--- src/rtl/fifo_pkg.sv ---
// fifo_pkg: shared constants, clog2 and parameter-legality helper for the FIFO slice
package fifo_pkg;
    localparam int DEF_WIDTH = 8;
    localparam int DEF_DEPTH = 8;
    function automatic int clog2(input int v);
        int r = 0;
        while ((1 << r) < v) r++;
        return r;
    endfunction
    function automatic bit params_ok(input int width, input int depth, input int af,
                                     input int ae, input int fwft);
        return width >= 1 && depth >= 2 && (depth & (depth - 1)) == 0 &&
               af >= 1 && af <= depth && ae >= 0 && ae < depth && (fwft == 0 || fwft == 1);
    endfunction
endpackage

--- src/rtl/fifo_mem.sv ---
// fifo_mem: WIDTH x DEPTH register array, synchronous write, asynchronous read
//   clk, we, wr_addr, wr_data : write port
//   rd_addr -> rd_data        : combinational read port
module fifo_mem
    import fifo_pkg::*;
#(
    parameter int WIDTH = DEF_WIDTH,
    parameter int DEPTH = DEF_DEPTH
) (
    input  logic                       clk,
    input  logic                       we,
    input  logic [clog2(DEPTH)-1:0]    wr_addr,
    input  logic [WIDTH-1:0]           wr_data,
    input  logic [clog2(DEPTH)-1:0]    rd_addr,
    output logic [WIDTH-1:0]           rd_data
);
    logic [WIDTH-1:0] mem [DEPTH];
    always_ff @(posedge clk)
        if (we) mem[wr_addr] <= wr_data;
    assign rd_data = mem[rd_addr];
endmodule

--- src/rtl/sync_fifo_flags.sv ---
// sync_fifo_flags: synchronous FIFO with count, almost flags, sticky errors and optional FWFT
//   clk, rst (async active-low)
//   wr_en/data_in, rd_en -> data_out/valid
//   empty, full, almost_empty, almost_full, count : registered status
//   overflow, underflow : sticky errors, cleared by clr_err
module sync_fifo_flags
    import fifo_pkg::*;
#(
    parameter int WIDTH    = DEF_WIDTH,
    parameter int DEPTH    = DEF_DEPTH,
    parameter int AF_LEVEL = DEPTH - 2,
    parameter int AE_LEVEL = 2,
    parameter int FWFT     = 0
) (
    input  logic                     clk,
    input  logic                     rst,
    input  logic                     wr_en,
    input  logic [WIDTH-1:0]         data_in,
    input  logic                     rd_en,
    output logic [WIDTH-1:0]         data_out,
    output logic                     valid,
    output logic                     empty,
    output logic                     full,
    output logic                     almost_empty,
    output logic                     almost_full,
    output logic [clog2(DEPTH):0]    count,
    output logic                     overflow,
    output logic                     underflow,
    input  logic                     clr_err
);
    localparam int ADDR_W = clog2(DEPTH);
    localparam logic [ADDR_W:0]   C1    = (ADDR_W + 1)'(1);
    localparam logic [ADDR_W:0]   FULL_C = (ADDR_W + 1)'(DEPTH);
    localparam logic [ADDR_W:0]   AF_C  = (ADDR_W + 1)'(AF_LEVEL);
    localparam logic [ADDR_W:0]   AE_C  = (ADDR_W + 1)'(AE_LEVEL);
    localparam logic [ADDR_W-1:0] P1    = ADDR_W'(1);

    if (!params_ok(WIDTH, DEPTH, AF_LEVEL, AE_LEVEL, FWFT)) begin : g_bad_params
        $error("sync_fifo_flags: illegal parameter combination");
    end

    logic [ADDR_W-1:0] wr_ptr, rd_ptr;
    logic [ADDR_W:0]   cnt_nxt;
    logic              wr_acc, rd_acc, valid_r;
    logic [WIDTH-1:0]  mem_rd, dout_r;

    fifo_mem #(.WIDTH(WIDTH), .DEPTH(DEPTH)) u_mem (
        .clk     (clk),
        .we      (wr_acc),
        .wr_addr (wr_ptr),
        .wr_data (data_in),
        .rd_addr (rd_ptr),
        .rd_data (mem_rd)
    );

    // A write into a full FIFO is still accepted when a read frees a slot in the same cycle.
    always_comb begin
        rd_acc  = rd_en && !empty;
        wr_acc  = wr_en && (!full || rd_acc);
        cnt_nxt = (wr_acc && !rd_acc) ? count + C1 :
                  (rd_acc && !wr_acc) ? count - C1 : count;
    end

    // Flags are registered from the next count so they never depend combinationally on wr_en/rd_en.
    always_ff @(posedge clk or negedge rst) begin
        if (!rst) begin
            wr_ptr       <= '0;
            rd_ptr       <= '0;
            count        <= '0;
            empty        <= 1'b1;
            full         <= 1'b0;
            almost_empty <= 1'b1;
            almost_full  <= (AF_LEVEL == 0);
            overflow     <= 1'b0;
            underflow    <= 1'b0;
            valid_r      <= 1'b0;
            dout_r       <= '0;
        end else begin
            if (wr_acc) wr_ptr <= wr_ptr + P1;
            if (rd_acc) rd_ptr <= rd_ptr + P1;
            count        <= cnt_nxt;
            empty        <= cnt_nxt == '0;
            full         <= cnt_nxt == FULL_C;
            almost_empty <= cnt_nxt <= AE_C;
            almost_full  <= cnt_nxt >= AF_C;
            overflow     <= (wr_en && !wr_acc) || (overflow && !clr_err);
            underflow    <= (rd_en && !rd_acc) || (underflow && !clr_err);
            valid_r      <= rd_acc;
            if (rd_acc) dout_r <= mem_rd;
        end
    end

    // FWFT shows the head directly; it is forced to zero while empty so reset clears data_out.
    assign data_out = (FWFT != 0) ? (empty ? '0 : mem_rd) : dout_r;
    assign valid    = (FWFT != 0) ? !empty : valid_r;
endmodule

--- config.mk ---
export PLATFORM = sky130hd
export DESIGN_NAME = sync_fifo_flags
export DESIGN_NICKNAME = d
export VERILOG_FILES = /design/src/rtl/fifo_pkg.sv /design/src/rtl/fifo_mem.sv /design/src/rtl/sync_fifo_flags.sv
export SDC_FILE = /design/constraint.sdc
export NUM_CORES = 1
export LEC_CHECK = 0
export CORE_MARGIN = 10
export CORE_UTILIZATION = 40
export CTS_CLUSTER_SIZE = 24
export DETAILED_ROUTE_END_ITERATION = 16
export MAX_ROUTING_LAYER = met4
export PLACE_DENSITY = 0.61
export SETUP_SLACK_MARGIN = 0.02
export SLEW_MARGIN = 20
export SYNTH_ARGS = -nofsm -noshare
export SYNTH_HDL_FRONTEND = slang
export SYNTH_HIERARCHICAL = 1
export SYNTH_SLANG_ARGS = --single-unit
--- constraint.sdc ---
create_clock -name clk -period 3 [get_ports clk]
set_input_delay 0.3 -clock clk [delete_from_list [all_inputs] [get_ports clk]]
set_output_delay 0.3 -clock clk [all_outputs]
set_load 0.03 [all_outputs]
Yosys cells after proc, flatten, opt, wreduce, memory -nomap -nowiden:

Memory sizes are Yosys's and may differ from the RTL's. A register that Yosys moved wholly into a read port is not among the register bits.
Index checks and enable logic that the tools add are counted.

* input bits: 13
* memory bits (writable): 64
* output and inout bits: 19
* latch bits: 0
* bits in registers: 17
* ROM bits: 0
* memories kept: 1

* add/sub/neg operators: 4
* mux-type cells: 4
* multipliers: 0
* divide/modulo/power cells: 0
* bitwise gates (word level): 0
* reductions and logical operators: 18
* shift operators: 0
* equality and inequality tests: 1
* order comparisons: 2

Memory list
* u_mem.mem: words 8, width 8, rd ports 1, clocked after Yosys merged registers in 1, write ports 1, line fifo_mem.sv:17 `logic [WIDTH-1:0] mem [DEPTH];`

Operators with widths (count)
* 1-bit logical AND: 8
* 4-bit two-way mux: 2
* 3-bit by 1-bit adder with 3-bit output (second input constant): 2
* 1-bit logical NOT: 6
* 4-bit by 1-bit adder with 4-bit output (second input constant): 1
* 4-bit == test (second input constant): 1
* 4-bit by 3-bit greater-or-equal comparator with 1-bit output (second input constant): 1
* 4-bit by 2-bit <= comparator with 1-bit output (second input constant): 1
* 4-bit logical NOT: 1
* 4-bit by 1-bit subtractor with 4-bit output (second input constant): 1
* 1-bit logical OR: 3
* 1-bit two-way mux: 2

Longest topological paths before layout:

* depth after elaboration: 9
* mapped depth: 7
* mapped depth without buffers: 7

Cells and area by module:

Netlist, hierarchy kept.

By module, submodules not included
* fifo_mem: area an instance 2531.2 um^2, sequential area each 1921.8 um^2, cells each 106, times used 1
* sync_fifo_flags: area an instance 1092.3 um^2, sequential area each 628.1 um^2, cells each 106, times used 1

Worst setup path after synthesis:

OpenSTA, ideal clock, no wires.

* path kind: reg2reg
* start: reg empty
* end: mem u_mem/mem[0][0] (netlist bit), enable pin
* stages on the path, launching flop included: 6
* clock period less this slack: 2.186 ns
* data arrival time: 1.803 ns
* buffers on the path: 1
* path slack: 0.814 ns
* path through: dfstp_2 > nand2b_1 > clkbuf_1 > a21boi_1 > nand2b_1 > nor3_1

* cells in the longest elaborated chain, start to end: 6

Ends and longest elaborated chain
* from (decl): line sync_fifo_flags.sv:22 `output logic empty,`
* from (signal assigned): line sync_fifo_flags.sv:70 `empty <= 1'b1;`
* from (signal assigned): line sync_fifo_flags.sv:82 `empty <= cnt_nxt == '0;`
* 1-bit logical NOT
* 1-bit logical AND: line sync_fifo_flags.sv:58 `rd_acc = rd_en && !empty;`
* 1-bit logical OR: line sync_fifo_flags.sv:59 `wr_acc = wr_en && (!full || rd_acc);`
* 1-bit logical AND: line sync_fifo_flags.sv:59
* named net wr_acc: line sync_fifo_flags.sv:44 `logic wr_acc, rd_acc, valid_r;`
* 1-bit two-way mux: line fifo_mem.sv:19 `if (we) mem[wr_addr] <= wr_data;`
* 1-bit two-way mux (not written as such): line fifo_mem.sv:19
* to (decl): line fifo_mem.sv:17

The timed path passes the listed nets, and every way through them passes these cells.

Worst setup path in the final report:

* start: in wr_en
* end: reg almost_full

* cells in the longest elaborated chain, start to end: 6

Ends and longest elaborated chain
* from (decl): line sync_fifo_flags.sv:17 `input logic wr_en,`
* 1-bit logical AND *: line sync_fifo_flags.sv:59
* 1-bit logical NOT: line sync_fifo_flags.sv:61 `(rd_acc && !wr_acc) ? count - C1 : count;`
* 1-bit logical AND: line sync_fifo_flags.sv:61
* 4-bit two-way mux: line sync_fifo_flags.sv:61
* 4-bit two-way mux *: line sync_fifo_flags.sv:60 `cnt_nxt = (wr_acc && !rd_acc) ? count + C1 :`
* named net cnt_nxt[3]: line sync_fifo_flags.sv:43 `logic [ADDR_W:0] cnt_nxt;`
* 4-bit by 3-bit greater-or-equal comparator with 1-bit output *: line sync_fifo_flags.sv:85 `almost_full <= cnt_nxt >= AF_C;`
* to (signal assigned): line sync_fifo_flags.sv:73 `almost_full <= (AF_LEVEL == 0);`
* to (decl): line sync_fifo_flags.sv:25 `output logic almost_full,`

Mark *: on every way through the listed nets, which the timed path passes. The rest lies on a longest branch.
A chain may end at the register's enable or synchronous reset.

==> flow_summary.json <==
{
  "status": "complete, no violations",
  "grt_pass1_vias": 2001,
  "root_buffer": "clkbuf_8",
  "finalCriticalPeriod_ns": 2.02,
  "yosys_register_bits": 89,
  "max_stage_delay_ns": 0.52,
  "wirelength_um": 6850,
  "cts_sinks": 89,
  "fin_setup_tns_ns": 0,
  "hold_path_class": "input pin to asynchronous set/reset pin",
  "synthTopCellsByArea": "edfxtp_1, dfrtp_1, mux4_1, nand2_1, mux2_2",
  "synth_fp_nets": 229,
  "gr-total-overflow": 0,
  "final_cell_mix": "edfxtp_1, nand2_1, clkdlybuf4s50_1",
  "setup_viol": 0,
  "path_cells": "clkdlybuf4s50_1 -> or3b_1 -> or4_1 -> o21ai_2 -> xnor2_1 -> inv_2 -> a21o_2",
  "switching_share": 0.358,
  "cp_max_fo": 8,
  "worst_pin_slew_ns": 0.730,
  "p_clk_frac": 0.186,
  "slowest_stage": "clkdlybuf4s50_1",
  "first_iter_violations": 97,
  "start_kind": "input pin",
  "ctsHoldBuffers": 0,
  "max_cap_viol_count": 0,
  "post-cts-setup-buffers": 0,
  "finalClockSkew_ns": 0.0182,
  "htreeDepth": 3,
  "synth_top_area_cell": "edfxtp_1",
  "num-nets-final": 275,
  "grt_pass1_wl_um": 11000,
  "hold_viol": 0,
  "dp_hpwl_um": 4460,
  "stdcell_area_mm2": 0.00429,
  "antenna_found_initial": 0,
  "yosysUniqueCellTypes": 36,
  "rows": 34,
  "clkLatencyLatePin_ns": 0.36,
  "synth.top_cell.area_share": 0.530,
  "p_int_mw": 2.68,
  "end_kind": "register",
  "finalMaxSlewViolations": 0,
  "place_area_mm2": 0.00411,
  "ant_nets": 0,
  "avgSynthCellArea_um2": 17.1,
  "die_y_um": 115,
  "ff2ff_path_depth": 7,
  "die_w_um": 115,
  "rsz0062_at_grt": "false",
  "fmax_ghz": 0.496,
  "diodes": 0,
  "cp-startpoint": "wr_en",
  "cts_tree": "done",
  "netlist_instances": 212,
  "use_met2": 0.169,
  "area_growth_pct": 18.4,
  "cp.arrival_ns": 2.27,
  "yosysWarnings": 6,
  "avgViaCountPerCell": 5.13,
  "layout_commonest_cell": "edfxtp_1",
  "grt_max_degree": 26,
  "r2r_start": "count[0]$_DFF_PN0_",
  "numPortBuffers": 31,
  "clk_path_buf_depth": 2,
  "worstSetupPathType": "input pin to register",
  "synth_area_mm2": 0.00362,
  "slew_headroom": 0.514,
  "drc": 0,
  "cp.required_ns": 3.25,
  "cts_buffers": 9,
  "initial_utilization": 0.413,
  "pwr-share-comb": 0.369,
  "die_area_mm2": 0.0133,
  "globalRoute.busiestLayer": "met2",
  "yosysSeqAreaShare": 0.704,
  "powerDensity_mw_per_mm2": 972,
  "period_share": 0.672,
  "worst_ir_drop_vdd_uv": 296,
  "p_leak_nw": 1.59,
  "place_congestion": 0.767,
  "core-area_mm2": 0.00876,
  "grt_use_met3": 0.0281,
  "switchingPower_mw": 1.49,
  "grt_usage": 0.112,
  "sequentialPowerShare": 0.445,
  "path_clk_slew_ns": 0.09,
  "dr.pass1.iters": 4,
  "vias": 1903,
  "wl_per_cell_um": 18.5,
  "grt_use_met1": 0.142,
  "pin_count": 32,
  "cts-resized-gates": 0,
  "fillers": 744,
  "drive_gt1_frac": 0.175
}
cells by family after synthesis:
logic type / count (synthesis) / synth area share
xor gates and xnor gates: 7 / 0.0169
adders and majority gates: 4 / 0.0138
DFF: 89 / 0.704
buffers and inverters: 16 / 0.0238
and+or+nand+nor: 57 / 0.0701
AOI/OAI and AO/OA: 13 / 0.0259
muxes: 26 / 0.146
cell usage after synthesis, drive strengths merged:
master    n
or3b      1
nand2    33
mux2i     1
nand2b    4
nor3      2
edfxtp   64
nand3     4
inv       7
a21o      1
a211oi    1
o2111ai   1
a31o      1
xor2      1
mux2      9
buf       5
nand4     1
dfstp     2
ha        4
o21ai     6
or4       1
nor2      9
a21boi    1
and4bb    1
clkbuf    4
or3       1
dfrtp    23
a41oi     1
a41o      1
mux4     16
xnor2     6
worst paths after layout:
| kind | end | slack, ns |
|---|---|---|
| worst min register to register | data_out[0]$_DFFE_PN0P_ | 0.48 |
| worst max register to register | almost_empty$_DFF_PN1_ | 1.01 |
| max in group asynchronous | almost_empty$_DFF_PN1_ | 2.41 |
| worst max-delay path | almost_full$_DFF_PN0_ | 0.98 |
| worst min-delay path | data_out[6]$_DFFE_PN0P_ | 0.30 |
| min in group clk | data_out[0]$_DFFE_PN0P_ | 0.48 |
layout make-up:
class / instances / area, µm² / share of cell area
multi-input cells: 107 / 987 / 0.230
repair buffers: 44 / 408 / 0.0951
clock buffers: 9 / 124 / 0.0289
flip-flops and latches: 89 / 2550 / 0.594
inverters: 7 / 26.3 / 0.00612
well taps: 108 / 135 / 0.0315
clock inverters: 7 / 60.1 / 0.0140
sequential cells by signal (all words and copies together), names as in the netlist:
signal and flops:
u_mem/mem 64, almost_empty 1, almost_full 1, valid 1, empty 1, count 4, full 1, overflow 1
underflow 1, rd_ptr 3, wr_ptr 3, data_out 8
power by group through the flow:
stage	Sequential, mW	Combinational (mW)	Clock, mW
4_1_cts	1.86	1.56	0.793
6_report	1.85	1.54	0.777
2_1_floorplan	2.02	0.872	0
5_1_grt	1.90	1.68	0.860
3_3_place_gp	1.88	1.54	0
3_5_place_dp	1.89	1.55	0
worst max-delay path: cells and delay by family:
kind,cells,cell delay (ns)
buffers and inverters,2,0.60
AND/OR/NAND/NOR,2,0.93
AO/OA/AOI/OAI,2,0.27
XOR/XNOR,1,0.17
metrics by stage:
step                hold slack [ns]   util  power (mW)  cells  worst slack, ns
finish                        0.304  0.490        4.17    371            0.984
CTS                           0.304  0.490        4.22    371            0.992
floorplan                   0.00441      -        2.89    212            0.814
global placement              0.462  0.469        3.42    355            0.670
global route                  0.343  0.490        4.44    371            0.820
detailed placement            0.463  0.469        3.44    355            0.639
layer usage:
layer	vias up	routed length [µm]
met5	-	0
met1	963	3250
met3	9	318
li1	896	-
met2	35	3190
met4	0	93
(Power assumes the default switching activity.)
==> RTL change (same flow settings) <==
Register the output `count` once more, with the module's reset; this adds one clock of latency there. The other outputs are not delayed to match. Comments in the files are not updated.
--- a/src/rtl/sync_fifo_flags.sv
+++ b/src/rtl/sync_fifo_flags.sv
@@ -35,6 +35,8 @@
     localparam logic [ADDR_W:0]   AE_C  = (ADDR_W + 1)'(AE_LEVEL);
     localparam logic [ADDR_W-1:0] P1    = ADDR_W'(1);
 
+    logic [clog2(DEPTH):0] count_s0;
+
     if (!params_ok(WIDTH, DEPTH, AF_LEVEL, AE_LEVEL, FWFT)) begin : g_bad_params
         $error("sync_fifo_flags: illegal parameter combination");
     end
@@ -57,8 +59,8 @@
     always_comb begin
         rd_acc  = rd_en && !empty;
         wr_acc  = wr_en && (!full || rd_acc);
-        cnt_nxt = (wr_acc && !rd_acc) ? count + C1 :
-                  (rd_acc && !wr_acc) ? count - C1 : count;
+        cnt_nxt = (wr_acc && !rd_acc) ? count_s0 + C1 :
+                  (rd_acc && !wr_acc) ? count_s0 - C1 : count_s0;
     end
 
     // Flags are registered from the next count so they never depend combinationally on wr_en/rd_en.
@@ -66,7 +68,7 @@
         if (!rst) begin
             wr_ptr       <= '0;
             rd_ptr       <= '0;
-            count        <= '0;
+            count_s0     <= '0;
             empty        <= 1'b1;
             full         <= 1'b0;
             almost_empty <= 1'b1;
@@ -78,7 +80,7 @@
         end else begin
             if (wr_acc) wr_ptr <= wr_ptr + P1;
             if (rd_acc) rd_ptr <= rd_ptr + P1;
-            count        <= cnt_nxt;
+            count_s0     <= cnt_nxt;
             empty        <= cnt_nxt == '0;
             full         <= cnt_nxt == FULL_C;
             almost_empty <= cnt_nxt <= AE_C;
@@ -93,5 +95,13 @@
     // FWFT shows the head directly; it is forced to zero while empty so reset clears data_out.
     assign data_out = (FWFT != 0) ? (empty ? '0 : mem_rd) : dout_r;
     assign valid    = (FWFT != 0) ? !empty : valid_r;
+    always_ff @(posedge clk or negedge rst) begin
+        if (!rst) begin
+            count <= '0;
+        end else begin
+            count <= count_s0;
+        end
+    end
+
 endmodule
 
Check against the original RTL: not equivalent (a bounded check fails within 4 cycles, from zero or initial values and one cycle with rst low).
==> RTL change against the original RTL <==
Worst hold slack improved by 0.014 ns. Die area rose by 4.5%. Routed wire length fell by 1.2%. Power is 5.2% higher. Sequential cell count grew 4. Worst setup slack lost 0.025 ns. Synthesized area grew 5.5%. Sequential power rose by 5%. Critical path type unchanged. Register-to-register slack gained 0.02 ns. Final cell count up 8.1%. Design area grew 5.4%.
==> RTL change: results (changes against the original RTL) <==
Clock network
  – Num CTS Buffers: 9 (unchanged)
  – Clk_lat worst skew: 0.35 ns
  – Hold_buf cts: 0 (unchanged)
  – Post-CTS Setup Inserts: 0 (unchanged)
  – Post-CTS Resized: 0 (unchanged)
  – Clk buf depth: 2 (unchanged)

Detailed routing
  – Average routed wire per standard cell: 16.9 um (-8.6%)
  – First-pass iteration count of the detailed router: 4 (unchanged)
  – Initial DRC Count: 65 (-33%)
  – Routed via count: 1978 (+3.9%)

Critical path
  – Max FO, Critical Path: 8 (unchanged)
  – Slowest cell delay on critical path: 0.58 ns (+0.06 ns)
  – RR Endpoint: u_mem/mem[4][7]
  – Worst reg2reg path startpoint: empty
  – Register-to-register setup slack: 1.03 ns (+0.02 ns)
  – Crit path arrival time: 2.10 ns (-0.17 ns)
  – Cell family with most CP delay: buffers and inverters
  – Reg2Reg Depth: 5 (-2)

Pwr
  – Pleak: 0.00165 uW (+3.8%)
  – Switching Power: 1470 uW (-1.1%)
  – P_seq: 1940 uW (+5%)
  – Worst vdd ir: 0.000334 V (+13%)
  – Logic pwr share: 0.347 (-0.022)

Yosys
  – Avg Cell Area, Syn: 17.1 um^2 (-0.19%)
  – Top cells by area, synth: edfxtp_1, dfrtp_1, mux4_1
  – Post-synth EDFFs: 64 (unchanged)
  – Top cells by count, synth: edfxtp_1, nand2_1, dfrtp_1, mux4_1, nor2_1
  – Synth warnings: 6 (unchanged)
  – Register area share after synthesis: 0.694 (-0.0102)
  – Async SR Flop Fraction: 0.312 (+0.0309)
  – Synth cell types: 44 (+22%)
  – Syn_nets: 241 (+5.2%)

Place
  – Placer congestion estimate: 0.760 (-0.99%)
  – Placed Instances: 385 (+8.5%)
  – Dpl hpwl: 4.51 mm (+1.2%)

Run status
  – Run status: complete, no violations

STA
  – Worst slew margin: 0.491 (-0.0229)
  – Clock Skews: 0.0132 ns (-0.00503 ns)

GRT
  – First-pass GRT wire length: 11.1 mm (+0.50%)
  – Initial antenna violation count: 0 (unchanged)
  – Largest net degree at the start of global routing: 30 (+15%)
  – Met3 Track Usage GR: 0.0302 (+0.00209)
  – Met2 track demand over resource: 0.141 (-0.0277)
  – GR Layer Usage met1: 0.139 (-0.00253)
  – Gr usage total: 0.103 (-0.00950)

Final layout
  – Share of cells above drive strength 1: 0.162 (-0.0131)
  – Post-Layout Cell Count: 401 (+8.1%)
  – Fillers: 801 (+7.7%)
  – Max reg flops: 64 (unchanged)
  – Reg with most FFs: u_mem/mem
  – Nets: 284 (+3.3%)

Hold path
  – Hold Crit Class: input port to async pin
[RTL change: kinds of logic (layout without fill, tap and decap cells)]
kind of cell               count (synthesis)  count (layout)  synth area share
buffers and inverters                     15              63            0.0272
muxes                                     25              25             0.136
adders and majority gates                  4               4            0.0131
AOI/OAI and AO/OA                         17              17            0.0305
DFF                                       93              93             0.694
and+or+nand+nor                           64              64            0.0864
xor gates and xnor gates                   6               6            0.0138
[RTL change: final cells by class]
class,count,share of cell area
multi-input cells,116,0.236
flip-flops and latches,93,0.586
clock buffers,10,0.0282
repair buffers,42,0.0869
clock inverters,6,0.0213
inverters,5,0.00581
well taps,129,0.0357
[RTL change: stage by stage]
step / setup slack, ns / hold slack (ns) / total power (uW) / utilization / area, um^2
2_1_floorplan: 0.806 / 0.00441 / 3000 / - / 3820
3_3_place_gp: 0.639 / 0.443 / 3480 / 0.463 / 4300
3_5_place_dp: 0.627 / 0.449 / 3500 / 0.463 / 4300
4_1_cts: 0.999 / 0.319 / 4430 / 0.487 / 4520
5_1_grt: 0.874 / 0.357 / 4650 / 0.487 / 4520
6_report: 0.959 / 0.318 / 4390 / 0.487 / 4520
[RTL change: layer usage]
metal  vias up  part of all wire
li1        942                 -
met1       978              0.50
met2        47              0.44
met3        11             0.042
met4         0             0.012
met5         -                 0
[RTL change: how the worst max path moves through the flow]
stage               cells past startpoint         endpoint  slack, ns  start
global placement                        6  u_mem/mem[4][2]       0.64  rd_en
floorplan                               5  u_mem/mem[0][0]       0.81  empty
CTS                                     6  u_mem/mem[4][5]        1.0  rd_en
global route                            6  u_mem/mem[4][7]       0.87  rd_en
detailed placement                      6  u_mem/mem[4][4]       0.63  rd_en
finish                                  6  u_mem/mem[4][7]       0.96  rd_en
